## config.mk

```make
export PLATFORM = sky130hd
export DESIGN_NAME = sifive_insight_tlb_capture
export DESIGN_NICKNAME = d
export VERILOG_FILES = /design/src/rtl/sifive_insight_tlb_pkg.sv /design/src/rtl/sifive_insight_capture_fifo.sv /design/src/rtl/sifive_insight_tlb_capture.sv
export SDC_FILE = /design/constraint.sdc
export NUM_CORES = 1
export LEC_CHECK = 0
export ABC_AREA = 1
export BUFFER_PORTS_ARGS = -buffer_cell sky130_fd_sc_hd__buf_2
export CELL_PAD_IN_SITES_DETAIL_PLACEMENT = 1
export CELL_PAD_IN_SITES_GLOBAL_PLACEMENT = 2
export CORE_ASPECT_RATIO = 1.25
export CORE_MARGIN = 2
export CORE_UTILIZATION = 30
export DETAILED_ROUTE_END_ITERATION = 8
export GPL_ROUTABILITY_DRIVEN = 0
export PLACE_DENSITY = 0.79
export SETUP_SLACK_MARGIN = 0.3
export SLEW_MARGIN = 10
export SYNTH_ARGS = -nofsm -noshare
export SYNTH_HDL_FRONTEND = slang
export SYNTH_SLANG_ARGS = --single-unit
```

## constraint.sdc

```tcl
create_clock -name clock -period 8.2 [get_ports clock]
set_input_delay 1.64 -clock clock [delete_from_list [all_inputs] [get_ports clock]]
set_output_delay 1.64 -clock clock [all_outputs]
set_load 0.03 [all_outputs]
```

## src/rtl/sifive_insight_tlb_pkg.sv

```systemverilog
// Shared types for the hart-0 instruction TileLink B-channel Insight capture stage.
// Build option: SIFIVE_INSIGHT_TLB_DATA_EN (payload capture, see top level).
package sifive_insight_tlb_pkg;

    localparam logic [2:0] OpPutFull    = 3'd0;
    localparam logic [2:0] OpPutPartial = 3'd1;
    localparam logic [2:0] OpArithmetic = 3'd2;
    localparam logic [2:0] OpLogical    = 3'd3;
    localparam logic [2:0] OpGet        = 3'd4;
    localparam logic [2:0] OpIntent     = 3'd5;
    localparam logic [2:0] OpProbe      = 3'd6;

    // Widest supported timestamp; narrower counters are zero-extended into the record.
    localparam int unsigned RecTsW = 32;

    typedef struct packed {
        logic [RecTsW-1:0] ts;
        logic [2:0]        opcode;
        logic [1:0]        param;
        logic [3:0]        size;
        logic              source;
        logic [31:0]       address;
        logic [3:0]        mask;
        logic [31:0]       data;
        logic              corrupt;
        logic [7:0]        beat_idx;
        logic              first;
        logic              last;
    } capture_rec_t;

    // Data-carrying opcodes wider than one 32-bit beat span several beats; size > 10 cannot
    // occur on this bus and collapses to a single beat.
    function automatic logic [8:0] beats_of(input logic [2:0] opcode, input logic [3:0] size);
        logic [8:0] beats;
        beats = 9'd1;
        if (opcode <= OpLogical && size > 4'd2 && size <= 4'd10) begin
            beats = 9'd1 << (size - 4'd2);
        end
        return beats;
    endfunction

endpackage

```

## src/rtl/sifive_insight_capture_fifo.sv

```systemverilog
// Small synchronous FIFO for capture records; registered storage, head read combinationally.
module sifive_insight_capture_fifo #(
    parameter int unsigned DEPTH = 4,
    parameter type         T     = logic
) (
    input  logic clk_i,
    input  logic rst_i,
    input  logic push_i,
    input  T     wdata_i,
    input  logic pop_i,
    output T     rdata_o,
    output logic full_o,
    output logic empty_o
);

    localparam int unsigned PtrW = $clog2(DEPTH);
    localparam logic [PtrW-1:0] PtrOne = PtrW'(1);
    localparam logic [PtrW:0]   CntOne = (PtrW + 1)'(1);
    localparam logic [PtrW:0]   CntMax = (PtrW + 1)'(DEPTH);

    T                mem_q [DEPTH];
    logic [PtrW-1:0] wptr_q;
    logic [PtrW-1:0] rptr_q;
    logic [PtrW:0]   count_q;
    logic            wr;
    logic            rd;

    assign full_o  = (count_q == CntMax);
    assign empty_o = (count_q == '0);
    assign wr      = push_i & (~full_o | pop_i);
    assign rd      = pop_i & ~empty_o;
    assign rdata_o = mem_q[rptr_q];

    always_ff @(posedge clk_i) begin
        if (wr) begin
            mem_q[wptr_q] <= wdata_i;
        end
    end

    always_ff @(posedge clk_i) begin
        if (rst_i) begin
            wptr_q  <= '0;
            rptr_q  <= '0;
            count_q <= '0;
        end else begin
            if (wr) wptr_q <= wptr_q + PtrOne;
            if (rd) rptr_q <= rptr_q + PtrOne;
            unique case ({wr, rd})
                2'b10:   count_q <= count_q + CntOne;
                2'b01:   count_q <= count_q - CntOne;
                default: count_q <= count_q;
            endcase
        end
    end

endmodule

```

## src/rtl/sifive_insight_tlb_capture.sv

```systemverilog
// Passive B-channel capture: timestamps and beat-tags each fired beat and queues it for the
// trace encoder. SIFIVE_INSIGHT_TLB_DATA_EN enables capture of mask/data/corrupt.
module sifive_insight_tlb_capture
    import sifive_insight_tlb_pkg::*;
#(
    parameter int unsigned DEPTH  = 4,
    parameter int unsigned TS_W   = 16,
    parameter int unsigned DROP_W = 16
) (
    input  logic              clock,
    input  logic              reset,
    input  logic              b_valid,
    input  logic              b_ready,
    input  logic [2:0]        b_opcode,
    input  logic [1:0]        b_param,
    input  logic [3:0]        b_size,
    input  logic              b_source,
    input  logic [31:0]       b_address,
    input  logic [3:0]        b_mask,
    input  logic [31:0]       b_data,
    input  logic              b_corrupt,
    input  logic              cap_enable,
    output logic              rec_valid,
    input  logic              rec_ready,
    output capture_rec_t      rec,
    output logic [DROP_W-1:0] drop_count,
    output logic              overflow
);

    logic [TS_W-1:0]   ts_q;
    logic [7:0]        beat_q;
    logic [DROP_W-1:0] drop_q;
    logic              ovf_q;

    logic         fire;
    logic         push;
    logic         pop;
    logic         drop;
    logic         fifo_push;
    logic         fifo_full;
    logic         fifo_empty;
    logic [8:0]   beats;
    logic         is_last;
    capture_rec_t rec_d;
    capture_rec_t head;

    assign fire    = b_valid & b_ready;
    assign push    = fire & cap_enable;
    assign rec_valid = ~fifo_empty;
    assign pop     = rec_valid & rec_ready;
    // A full FIFO still takes the new beat when the head leaves in the same cycle.
    assign fifo_push = push & (~fifo_full | pop);
    assign drop      = push & fifo_full & ~pop;

    assign beats   = beats_of(b_opcode, b_size);
    assign is_last = ({1'b0, beat_q} == beats - 9'd1);

    always_comb begin
        rec_d          = '0;
        rec_d.ts       = RecTsW'(ts_q);
        rec_d.opcode   = b_opcode;
        rec_d.param    = b_param;
        rec_d.size     = b_size;
        rec_d.source   = b_source;
        rec_d.address  = b_address;
`ifdef SIFIVE_INSIGHT_TLB_DATA_EN
        rec_d.mask     = b_mask;
        rec_d.data     = b_data;
        rec_d.corrupt  = b_corrupt;
`endif
        rec_d.beat_idx = beat_q;
        rec_d.first    = (beat_q == 8'd0);
        rec_d.last     = is_last;
    end

`ifndef SIFIVE_INSIGHT_TLB_DATA_EN
    logic unused_payload;
    assign unused_payload = ^{b_mask, b_data, b_corrupt};
`endif

    always_ff @(posedge clock) begin
        if (reset) begin
            ts_q   <= '0;
            beat_q <= '0;
            drop_q <= '0;
            ovf_q  <= 1'b0;
        end else begin
            ts_q <= ts_q + TS_W'(1);
            // Beat tracking follows every fire so indices stay aligned even when not captured.
            if (fire) begin
                beat_q <= is_last ? 8'd0 : beat_q + 8'd1;
            end
            if (drop) begin
                if (drop_q != '1) drop_q <= drop_q + DROP_W'(1);
                ovf_q <= 1'b1;
            end
        end
    end

    sifive_insight_capture_fifo #(
        .DEPTH (DEPTH),
        .T     (capture_rec_t)
    ) u_fifo (
        .clk_i   (clock),
        .rst_i   (reset),
        .push_i  (fifo_push),
        .wdata_i (rec_d),
        .pop_i   (pop),
        .rdata_o (head),
        .full_o  (fifo_full),
        .empty_o (fifo_empty)
    );

    assign rec        = rec_valid ? head : '0;
    assign drop_count = drop_q;
    assign overflow   = ovf_q;

endmodule
```

Word-level counts from Yosys, hierarchy flattened
Memories as Yosys holds them, arrays and structs flattened. A register that Yosys moved wholly into a read port is not among the register bits.
Cells that the tools add are included.
{"block": "word_totals", "register_bits": 48, "ramBits": 272, "in_bits": 85, "out_inout_bits": 139, "word_cells": 52, "memories": 1}
{"name": "u_fifo.mem_q", "words": 4, "word_bits": 68, "rd": 1, "rd_clocked_by_memory_dff": 1, "wr": 1, "line": "sifive_insight_capture_fifo.sv:21", "rtl": "T mem_q [DEPTH];"}
{"block": "op_classes", "n_addsub": 9, "magnitude_cmp": 3, "eq_ne": 5, "shifts": 1, "mux": 8, "bitwise": 12, "reduce_logical": 6}
{"op": "2-to-1 mux 121 bit", "n": 1}
{"op": "adder 16 x 1 -> 16 bit, second input constant", "n": 2}
{"op": "!= test 16 bit, second input constant", "n": 1}
{"op": "equality test 8 x 9 -> 1 bit", "n": 1}
{"op": "2-to-1 mux 9 bit", "n": 1}
{"op": "<< shifter 1 x 4 -> 9 bit, first input constant", "n": 1}
{"op": "subtractor 9 x 1 -> 9 bit, second input constant", "n": 1}
{"op": "adder 8 x 1 -> 8 bit, second input constant", "n": 1}
{"op": "bitwise AND 1 bit", "n": 8}
{"op": "zero test 8 bit", "n": 1}
{"op": "2-to-1 mux 8 bit", "n": 1}
{"op": "case mux 3 bit (2 select lines)", "n": 1}
{"op": "adder 2 x 1 -> 2 bit, second input constant", "n": 2}
{"op": "> comparator 4 x 2 -> 1 bit, second input constant", "n": 1}
{"op": "less-or-equal comparator 4 bit, second input constant", "n": 1}
{"op": "2-to-1 mux 2 bit", "n": 2}
{"op": "subtractor 4 x 2 -> 4 bit, second input constant", "n": 1}
{"op": "adder 3 x 1 -> 3 bit, second input constant", "n": 1}
{"op": "equality test 3 bit, second input constant", "n": 1}
{"op": "less-or-equal comparator 3 x 2 -> 1 bit, second input constant", "n": 1}
{"op": "zero test 3 bit", "n": 1}
{"op": "inverter 1 bit", "n": 3}
{"op": "subtractor 3 x 1 -> 3 bit, second input constant", "n": 1}
{"op": "equality test 2 x 1 -> 1 bit, second input constant", "n": 1}
{"op": "6 further kinds", "n": 8}

Depth between registers and ports, before layout
Gate-level depths: netlist of the first run.
{"block": "depth", "ltp_word": 8, "mapped_depth": 19, "mapped_depth_nobuf": 19}

By module
Synthesis of the first run repeated with hierarchy kept, for this count alone.
{"block": "hier_totals", "hier_cells": 1898, "area_unflattened_um2": 21917.3}
{"mod": "sifive_insight_capture_fifo", "n_inst": 1, "cells_per_inst": 1244, "area_per_inst_um2": 18380.1, "seq_area_each_um2": 14714.1}
{"mod": "sifive_insight_tlb_capture", "n_inst": 1, "cells_per_inst": 654, "area_per_inst_um2": 3537.1, "seq_area_each_um2": 820.8}

Least setup slack after synthesis of the first run
Ideal clock, no wire load.
{"block": "synth_path", "kind": "input -> register", "from": "input b_valid", "to": "memory u_fifo.mem_q[0][0] (netlist bit), enable pin", "setup_time_ns": 0.495, "arrival_time_ns": 5.014, "required_ns": 7.705, "path_slack_ns": 2.691, "path_stages": 4, "path_buffers": 0, "cell_sequence": "nand2_1 > inv_1 > nand3_1 > nor2_1"}
{"block": "synth_via", "elab_chain_len": 6}
{"item": "from (decl)", "line": "sifive_insight_tlb_capture.sv:12", "rtl": "input logic b_valid,"}
{"item": "bitwise AND 1 bit", "line": "sifive_insight_tlb_capture.sv:47", "rtl": "assign fire = b_valid & b_ready;"}
{"item": "bitwise AND 1 bit", "line": "sifive_insight_tlb_capture.sv:48", "rtl": "assign push = fire & cap_enable;"}
{"item": "bitwise AND 1 bit", "line": "sifive_insight_tlb_capture.sv:52", "rtl": "assign fifo_push = push & (~fifo_full | pop);"}
{"item": "bitwise AND 1 bit", "line": "sifive_insight_capture_fifo.sv:30", "rtl": "assign wr = push_i & (~full_o | pop_i);"}
{"item": "2-to-1 mux 1 bit", "line": "sifive_insight_capture_fifo.sv:35", "rtl": "if (wr) begin"}
{"item": "2-to-1 mux 1 bit (not written as such)", "line": "sifive_insight_capture_fifo.sv:36", "rtl": "mem_q[wptr_q] <= wdata_i;"}
{"item": "to (decl)", "line": "sifive_insight_capture_fifo.sv:21"}
No other way between the ends.

==> results.py, run 1 <==
metrics = {
    "clocking": {
        "clockRootBuffer": "clkbuf_16",
        "cts_setup_buffers": 0,
        "clk_pin_slew_ns": 0.06,
        "cts_made_buffers": 36,
        "clock_latency_ns": 0.53,
        "clockBufferDepth": 3,
        "cts_tree": "built",
        "cts_sinks": 322,
        "h-tree-depth": 2,
        "post_cts_resized": 0,
        "cts_hold_buf": 0,
    },
    "finish": {
        "layout_common_cells": "nor2_1, edfxtp_1, o21ai_0",
        "area_growth_pct": 15.92,
        "fillers": 5126,
        "fin_util_pct": 35.00,
        "final_common_cell": "nor2_1",
        "fin_nets": 1523,
        "drive_gt1_share_pct": 16.33,
        "final_area_um2": 16070,
    },
    "worst_setup_path": {
        "cp_max_fo": 84,
        "rrSetupSlack_ns": 5.19,
        "end_kind": "primary output",
        "path_class": "reg -> out",
        "cp.arrival_ns": 3.52,
        "required_ns": 6.56,
        "critPathLaunchType": "flop",
        "r2r_cells": 5,
    },
    "pwr": {
        "powerDensity_nw_per_um2": 252.4,
        "vdd_ir_drop_max_mv": 0.1266,
        "p_leak_nw": 5.971,
    },
    "placement": {
        "place_area_um2": 14940,
        "place_hpwl_um": 20550,
        "port_buffers": 133,
    },
    "hold_path": {
        "hold-path-cell-count": 2,
        "hold_class": "reg -> reg",
    },
    "sta": {
        "holdWs_ns": 0.4589,
        "fin_worst_skew_ns": 0.02404,
        "rsz0062_at_grt": "no",
        "slew_headroom_pct": 29.42,
        "setup_viol": 0,
        "finalCritPeriodShare_pct": 62.96,
        "min_period_ns": 5.163,
        "fmax_ghz": 0.1937,
        "finalHoldViolCount": 0,
        "drv_slew": 0,
        "worstMarginPinSlew_ns": 1.059,
        "tns_ns": 0,
    },
    "outcome": {
        "outcome": "finished, final reports clean",
    },
    "run": {
        "drv_cap": 0,
    },
    "global_routing": {
        "grt-ovfl-total": 0,
        "grt_pass1_vias": 9923,
        "grt_pass1_wl_um": 54940,
        "antenna_found_initial": 2,
        "grt_max_degree": 85,
        "grt_usage_pct": 14.72,
    },
    "yosys": {
        "yosys_warnings": 0,
        "synth_cell_types": 41,
        "ys.flop_type": "edfxtp_1",
        "seq_area_frac_synth_pct": 66.14,
        "synth_area_per_cell_um2": 10.65,
        "synthCells": 1301,
        "synth_seq_cells": 322,
        "async_reset_ff_share_pct": 0,
        "synth_enable_flop_cells": 272,
        "syn_area_um2": 13860,
    },
    "floorplanning": {
        "io_pins": 224,
        "start_util_pct": 30.19,
        "die_h_um": 244.3,
        "die_area_um2": 47950,
        "rows": 88,
        "core_um2": 45910,
        "die_w_um": 196.3,
    },
    "route": {
        "drt-total-wl_um": 35440,
        "drt_iter0_drc": 328,
        "viasPerCell": 4.680,
        "antenna_left": 0,
        "route.vias.total": 9533,
        "drc": 0,
        "wl_per_cell_um": 17.40,
        "dr.pass1.iters": 6,
    },
}
-- power by group --
group / switching (mW) / leakage [nW] / internal [mW]
clock network: 0.634 / 0.545 / 0.905
logic: 0.526 / 2.55 / 0.159
registers: 0.0362 / 2.88 / 1.79
-- final timing paths --
path,end,startpoint
min,flop,u_fifo.rptr_q[1]
max,rec[4],flop
max reg2reg,u_fifo.mem_q[1][17],u_fifo.count_q[1]
min reg2reg,flop,u_fifo.rptr_q[1]
-- metrics by stage --
| stage | setup WS [ns] | cells | power [mW] |
|---|---|---|---|
| floorplan | 2.691 | 1353 | 2.349 |
| global placement | 3.375 | 1972 | 2.553 |
| detailed placement | 3.363 | 1972 | 2.568 |
| CTS | 2.859 | 2036 | 4.136 |
| global route | 2.630 | 2037 | 4.242 |
| finish | 3.037 | 2037 | 4.055 |
-- logic make-up (layout without fill, tap and decap cells) --
| kind of cell | count (synthesis) | in the layout | synth area share (%) |
|---|---|---|---|
| adders and majority gates | 13 | 13 | 1.228 |
| xor gates and xnor gates | 9 | 9 | 0.5687 |
| other | 1 | 54 | 0.02705 |
| AOI/OAI and AO/OA | 270 | 270 | 9.947 |
| buffers and inverters | 192 | 290 | 6.806 |
| and+or+nand+nor | 494 | 494 | 15.28 |
| DFF | 322 | 322 | 66.14 |
-- critical path, cell delays in order (launching register included) --
cell	delay, ns
dfxtp_4	0.82
clkinv_2	0.80
buf_4	0.62
o21ai_0	0.26
a21oi_1	0.18
buf_2	0.28
-- state kept, by name, summed over array words and instances (netlist names), named ones only --
name / count
u_fifo.mem_q: 272
drop_count: 16
ts_q: 16
beat_q: 8
u_fifo.count_q: 3
u_fifo.rptr_q: 2
u_fifo.wptr_q: 2
overflow: 1
-- metal layers --
metal	track usage [%]	up-vias	part of all wire, %
li1	-	4599	-
met1	16.42	4728	41
met2	27.87	165	52
met3	3.379	39	5.0
met4	3.877	2	1.8
met5	0	-	0.031
-- cell usage after synthesis, drive strengths merged, types with 7 or more instances --
cell type  number  area share, %
a21oi         101            3.7
buf            66            3.4
clkbuf         44            1.2
dfxtp          50            7.2
edfxtp        272             59
ha             12            1.1
inv            80            2.2
nand2          91            2.8
nand3          39            1.7
nand4           9           0.51
nor2          326            9.1
nor3           14           0.51
nor4            7           0.32
o21ai         165            6.1
xor2            8           0.51
-- cell type report --
class	instances	area (um^2)	area share (%)
antenna	1	2.502	0.01557
multi-input combinational	839	3975	24.74
tap	585	732.0	4.555
clock inverter	15	146.4	0.9110
clock buffer	49	979.7	6.097
timing repair buffer	144	748.2	4.656
sequential	322	9176	57.10
inverter	82	309.0	1.923
(Power assumes the default switching activity.)
==> run 2: changes to the inputs <==
==> constraint.sdc (replaced) <==
create_clock -name clock -period 5 [get_ports clock]
set_input_delay 1 -clock clock [delete_from_list [all_inputs] [get_ports clock]]
set_output_delay 1 -clock clock [all_outputs]
set_load 0.03 [all_outputs]
==> run 2 against run 1 <==
Cell count increased by 0.29%. Register-to-register slack worse by 3.1 ns. Hold slack improved by 0.0070 ns. Via count is 0.95% higher.
==> results.py, run 2 (synthesized netlist as in run 1, its figures left out) <==
metrics = {
    "outcome": {
        "outcome": "finished, final reports clean",
    },
    "finish": {
        "fin_nets": 1528,
        "fillers": 5127,
        "final_common_cell": "nor2_1",
        "largest_reg_flops": 272,
        "multi_input_area_um2": 3975,
        "seq_area_um2": 9176,
        "area_growth_pct": 16.89,
        "drive_gt1_share_pct": 16.62,
        "top_register": "u_fifo.mem_q",
        "fin_util_pct": 35.29,
        "layout_common_cells": "nor2_1, edfxtp_1, o21ai_0",
    },
    "pwr": {
        "vdd_ir_drop_max_mv": 0.2129,
        "powerDensity_nw_per_um2": 418.6,
        "p_leak_nw": 6.044,
        "totalPowerFinal_mw": 6.782,
    },
    "sta": {
        "drv_slew": 0,
        "finalCritPeriodShare_pct": 72.92,
        "fmax_ghz": 0.2743,
        "rsz0062_at_grt": "no",
        "fin_worst_skew_ns": 0.02673,
        "slew_headroom_pct": 28.63,
        "tns_ns": 0,
        "setup_viol": 0,
        "worstMarginPinSlew_ns": 1.071,
        "min_period_ns": 3.646,
        "finalHoldViolCount": 0,
    },
    "global_routing": {
        "grt_usage_pct": 14.93,
        "grt-ovfl-total": 0,
        "grt_pass1_wl_um": 56120,
        "grt_max_degree": 109,
        "antenna_found_initial": 3,
        "grt_pass1_vias": 10330,
    },
    "worst_setup_path": {
        "r2r_start": "u_fifo.count_q[1]",
        "required_ns": 4.00,
        "path_cells": "clkinv_2 -> buf_4 -> o21ai_0 -> a21oi_1 -> buf_2",
        "cp.arrival_ns": 2.65,
        "critical_path.top_delay_family": "buffers and inverters",
        "path_buf_inv": 3,
        "path_class": "reg -> out",
        "cpMaxStageDelayCell": "buf_4",
        "r2r_cells": 12,
        "critPathLaunchType": "flop",
        "end_kind": "primary output",
        "cp_max_fo": 108,
        "rrSetupSlack_ns": 2.14,
        "r2r_end": "u_fifo.count_q[2]",
        "cpPeakStageDelay_ns": 0.80,
    },
    "route": {
        "antenna_left": 0,
        "dr.pass1.iters": 4,
        "drt-total-wl_um": 35760,
        "wl_per_cell_um": 17.50,
        "viasPerCell": 4.711,
        "drc": 0,
        "route.vias.total": 9624,
        "drt_iter0_drc": 371,
    },
    "hold_path": {
        "hold_start": "u_fifo.rptr_q[1]",
        "hold-path-cell-count": 2,
        "hold_class": "reg -> reg",
    },
    "clocking": {
        "cts_sinks": 322,
        "clockRootBuffer": "clkbuf_16",
        "clock_latency_ns": 0.52,
        "cts_made_buffers": 36,
        "clockBufferDepth": 3,
        "cts_tree": "built",
        "cts_setup_buffers": 0,
        "h-tree-depth": 2,
        "cts_hold_buf": 0,
        "post_cts_resized": 0,
        "clk_pin_slew_ns": 0.06,
    },
    "placement": {
        "place_hpwl_um": 21570,
        "port_buffers": 133,
    },
    "floorplanning": {
        "start_util_pct": 30.19,
        "rows": 88,
        "die_h_um": 244.3,
        "die_area_um2": 47950,
        "die_w_um": 196.3,
        "io_pins": 224,
        "core_um2": 45910,
    },
    "run": {
        "drv_cap": 0,
    },
}
==> run 2: cell types whose count changed in the layout (fill, tap and decap cells not counted), sizes merged <==
cell,previous run,this run
diode,1,2
clkbuf,49,45
inv,83,81
buf,144,149
bufinv,2,4
clkinv,10,16
clkinvlp,2,0
==> run 2: worst max-delay path by stage <==
stage,startpoint,end,slack [ns],cells after the start
2_1_floorplan,b_valid,u_fifo.mem_q[0][0],0.13,4
3_3_place_gp,b_size[1],beat_q[1],1.37,17
3_5_place_dp,b_size[1],u_fifo.mem_q[1][0],1.33,16
4_1_cts,flop,rec[3],1.26,5
5_1_grt,flop,rec[3],1.09,5
6_report,flop,rec[3],1.35,5
==> run 2: power breakdown <==
part	internal, mW	switching, mW	total [mW]
registers	2.94	0.0203	2.96
logic	0.269	0.909	1.18
clock network	1.60	1.05	2.64
==> run 2: per-stage QoR <==
step,setup slack [ns],std cells,cell area (um^2),hold slack [ns]
floorplan,0.1312,1353,14060,0.4362
global placement,1.375,1977,15020,0.4411
detailed placement,1.330,1977,15020,0.4613
CTS,1.264,2041,16200,0.4606
global route,1.093,2043,16200,0.5045
finish,1.354,2043,16200,0.4660
==> run 2: per-layer routing <==
layer | up-vias | GRT usage (%) | wire, um
met1 | 4752 | 17.55 | 15180
met5 | - | 0 | 17
met4 | 2 | 4.679 | 810
li1 | 4617 | - | -
met2 | 202 | 27.03 | 18040
met3 | 51 | 3.186 | 1705
==> run 2: tightest hold or removal path, stage by stage, from the launching register on <==
cell	delay, ns
dfxtp_1	0.29
inv_1	0.06
a21oi_1	0.07
==> run 2: cell type report <==
type                       count  share of cell area [%]
antenna                        2                 0.03089
clock buffer                  45                   6.031
clock inverter                19                   1.266
inverter                      82                   1.907
multi-input combinational    839                   24.53
sequential                   322                   56.63
tap                          585                   4.517
timing repair buffer         149                   5.081
==> run 3: changes to the inputs <==
==> constraint.sdc (replaced) <==
create_clock -name clock -period 3.4 [get_ports clock]
set_input_delay 0.68 -clock clock [delete_from_list [all_inputs] [get_ports clock]]
set_output_delay 0.68 -clock clock [all_outputs]
set_load 0.03 [all_outputs]
==> run 3 against run 2 <==
Critical path depth is 1 higher. Die area is the same. Core utilization rose by 0.22 points. Global-route usage fell by 0.060 points. Clock skew is 0.0069 ns lower. Via count decreased by 0.10%. Flip-flop and latch count did not move. Sequential power rose by 48%. Setup slack got worse by 0.86 ns. Cell area rose by 0.62%. Count of clock-buffer cells in the layout is 4 higher. Hold slack got worse by 0.098 ns. Critical path type unchanged. Largest cell class unchanged. Largest power group unchanged.
==> results.py, run 3 (synthesized netlist as in run 1, its figures left out) <==
metrics = {
    "outcome": {
        "outcome": "finished, final reports clean",
    },
    "route": {
        "drt-total-wl_um": 35750,
        "drt_iter0_drc": 301,
        "route.vias.total": 9614,
        "wl_per_cell_um": 17.43,
        "viasPerCell": 4.687,
        "drc": 0,
        "antenna_left": 0,
        "dr.pass1.iters": 4,
    },
    "worst_setup_path": {
        "path_common_cell": "nor2_1",
        "path_class": "reg -> out",
        "cpPeakStageDelay_ns": 0.56,
        "critPathLaunchType": "flop",
        "cpMaxStageDelayCell": "dfxtp_4",
        "cp_max_fo": 58,
        "path_cells": "buf_12 -> nor2_1 -> nor2_1 -> o21ai_0 -> a21oi_1 -> buf_2",
        "end_kind": "primary output",
        "required_ns": 2.72,
        "cp.arrival_ns": 2.23,
    },
    "finish": {
        "largest_reg_flops": 272,
        "top_register": "u_fifo.mem_q",
        "final_common_cell": "nor2_1",
        "fin_nets": 1537,
        "multi_input_area_um2": 3975,
        "diodes": 0,
        "layout.cells.non_filler": 2051,
        "area_growth_pct": 17.61,
        "layout_common_cells": "nor2_1, edfxtp_1, o21ai_0",
        "drive_gt1_share_pct": 17.26,
        "seq_area_um2": 9176,
        "fillers": 5072,
    },
    "global_routing": {
        "antenna_found_initial": 1,
        "grt_pass1_wl_um": 55660,
        "grt_max_degree": 87,
        "grt_usage_pct": 14.87,
        "grt_pass1_vias": 9980,
        "grt-ovfl-total": 0,
    },
    "sta": {
        "finalHoldViolCount": 0,
        "min_period_ns": 2.908,
        "fin_worst_skew_ns": 0.01986,
        "layout_setup_ws_ns": 0.4919,
        "fmax_ghz": 0.3439,
        "setup_viol": 0,
        "slew_headroom_pct": 44.55,
        "drv_slew": 0,
        "rsz0062_at_grt": "no",
        "finalCritPeriodShare_pct": 85.53,
        "worstMarginPinSlew_ns": 0.8242,
    },
    "floorplanning": {
        "die_w_um": 196.3,
        "die_area_um2": 47950,
        "start_util_pct": 30.19,
        "die_h_um": 244.3,
        "io_pins": 224,
        "core_um2": 45910,
        "rows": 88,
    },
    "hold_path": {
        "hold_class": "in -> reg",
    },
    "clocking": {
        "cts_sinks": 322,
        "h-tree-depth": 2,
        "cts_made_buffers": 37,
        "cts_tree": "built",
        "clk_pin_slew_ns": 0.06,
        "clockRootBuffer": "clkbuf_16",
        "clockBufferDepth": 3,
        "clock_latency_ns": 0.53,
        "cts_hold_buf": 0,
    },
    "placement": {
        "pre_cts_ws_ns": 0.1148,
        "dp.cells": 1983,
        "port_buffers": 133,
        "place_hpwl_um": 21470,
    },
    "pwr": {
        "vdd_ir_drop_max_mv": 0.2675,
        "powerDensity_nw_per_um2": 607.3,
        "p_leak_nw": 6.098,
    },
    "run": {
        "drv_cap": 0,
    },
}
==> run 3: cell count changes in the layout (fill, tap and decap cells not counted), moves of 2 or more <==
cell / previous run / this run
clkbuf_1: 7 / 9
bufinv_16: 4 / 1
buf_6: 0 / 2
clkinv_1: 7 / 4
buf_12: 3 / 8
clkinv_2: 6 / 10
clkbuf_8: 0 / 2
diode_2: 2 / 0
==> run 3: timing repair <==
action                                  4_1_cts  5_1_grt
gates cloned                                  0        0
endpoints found under the setup margin       23        3
gates resized for setup                       1        1
pin swaps                                     0        0
buffers inserted                              1        1
==> run 3: worst max-delay path: cells and delay by family (launching register included) <==
kind	cells	cell delay, ns
buffers and inverters	2	0.59
AO/OA/AOI/OAI	2	0.36
AND/OR/NAND/NOR	2	0.18
flip-flops	1	0.56
==> run 3: final cells by class <==
type                       instances  area share [%]
sequential                       322           56.29
timing repair buffer             157           5.894
inverter                          82           1.903
clock buffer                      49           6.209
tap                              585           4.490
multi-input combinational        839           24.38
clock inverter                    17          0.8365
==> run 3: final timing paths <==
check / depth (start not counted) / start / slack, ns / endpoint
max: 6 / flop / 0.49 / rec[104]
min: 1 / b_address[11] / 0.37 / u_fifo.mem_q[3][21]
max reg2reg: 11 / ts_q[0] / 1.10 / ts_q[14]
min reg2reg: 2 / u_fifo.rptr_q[1] / 0.48 / flop
==> run 3: per-layer routing <==
metal | vias to the layer above | global-route usage [%] | routed length [um]
met5 | - | 0 | 16
met4 | 2 | 3.877 | 680
met3 | 50 | 3.379 | 1684
met2 | 167 | 27.04 | 18130
met1 | 4766 | 17.56 | 15240
li1 | 4629 | - | -
==> run 3: report_power, final <==
part           internal (mW)  switching, mW  total, mW  leakage (nW)
registers               4.33         0.0477       4.38          2.88
clock network           2.19           1.59       3.77         0.570
logic                  0.432           1.32       1.75          2.65
total                   6.95           2.95       9.90          6.10
==> run 3: stage by stage <==
step / hold slack (ns) / util (%) / total power [mW] / instance area [um^2] / setup TNS (ns)
final: 0.3676 / 35.51 / 9.901 / 16300 / 0
after global routing: 0.3487 / 35.51 / 10.34 / 16300 / 0
after CTS: 0.3325 / 35.48 / 10.07 / 16290 / 0
after global placement: 0.4451 / 32.94 / 6.201 / 15120 / 0
after floorplan: 0.4362 / - / 5.663 / 14070 / -18.88
after detailed placement: 0.4637 / 32.94 / 6.229 / 15120 / 0
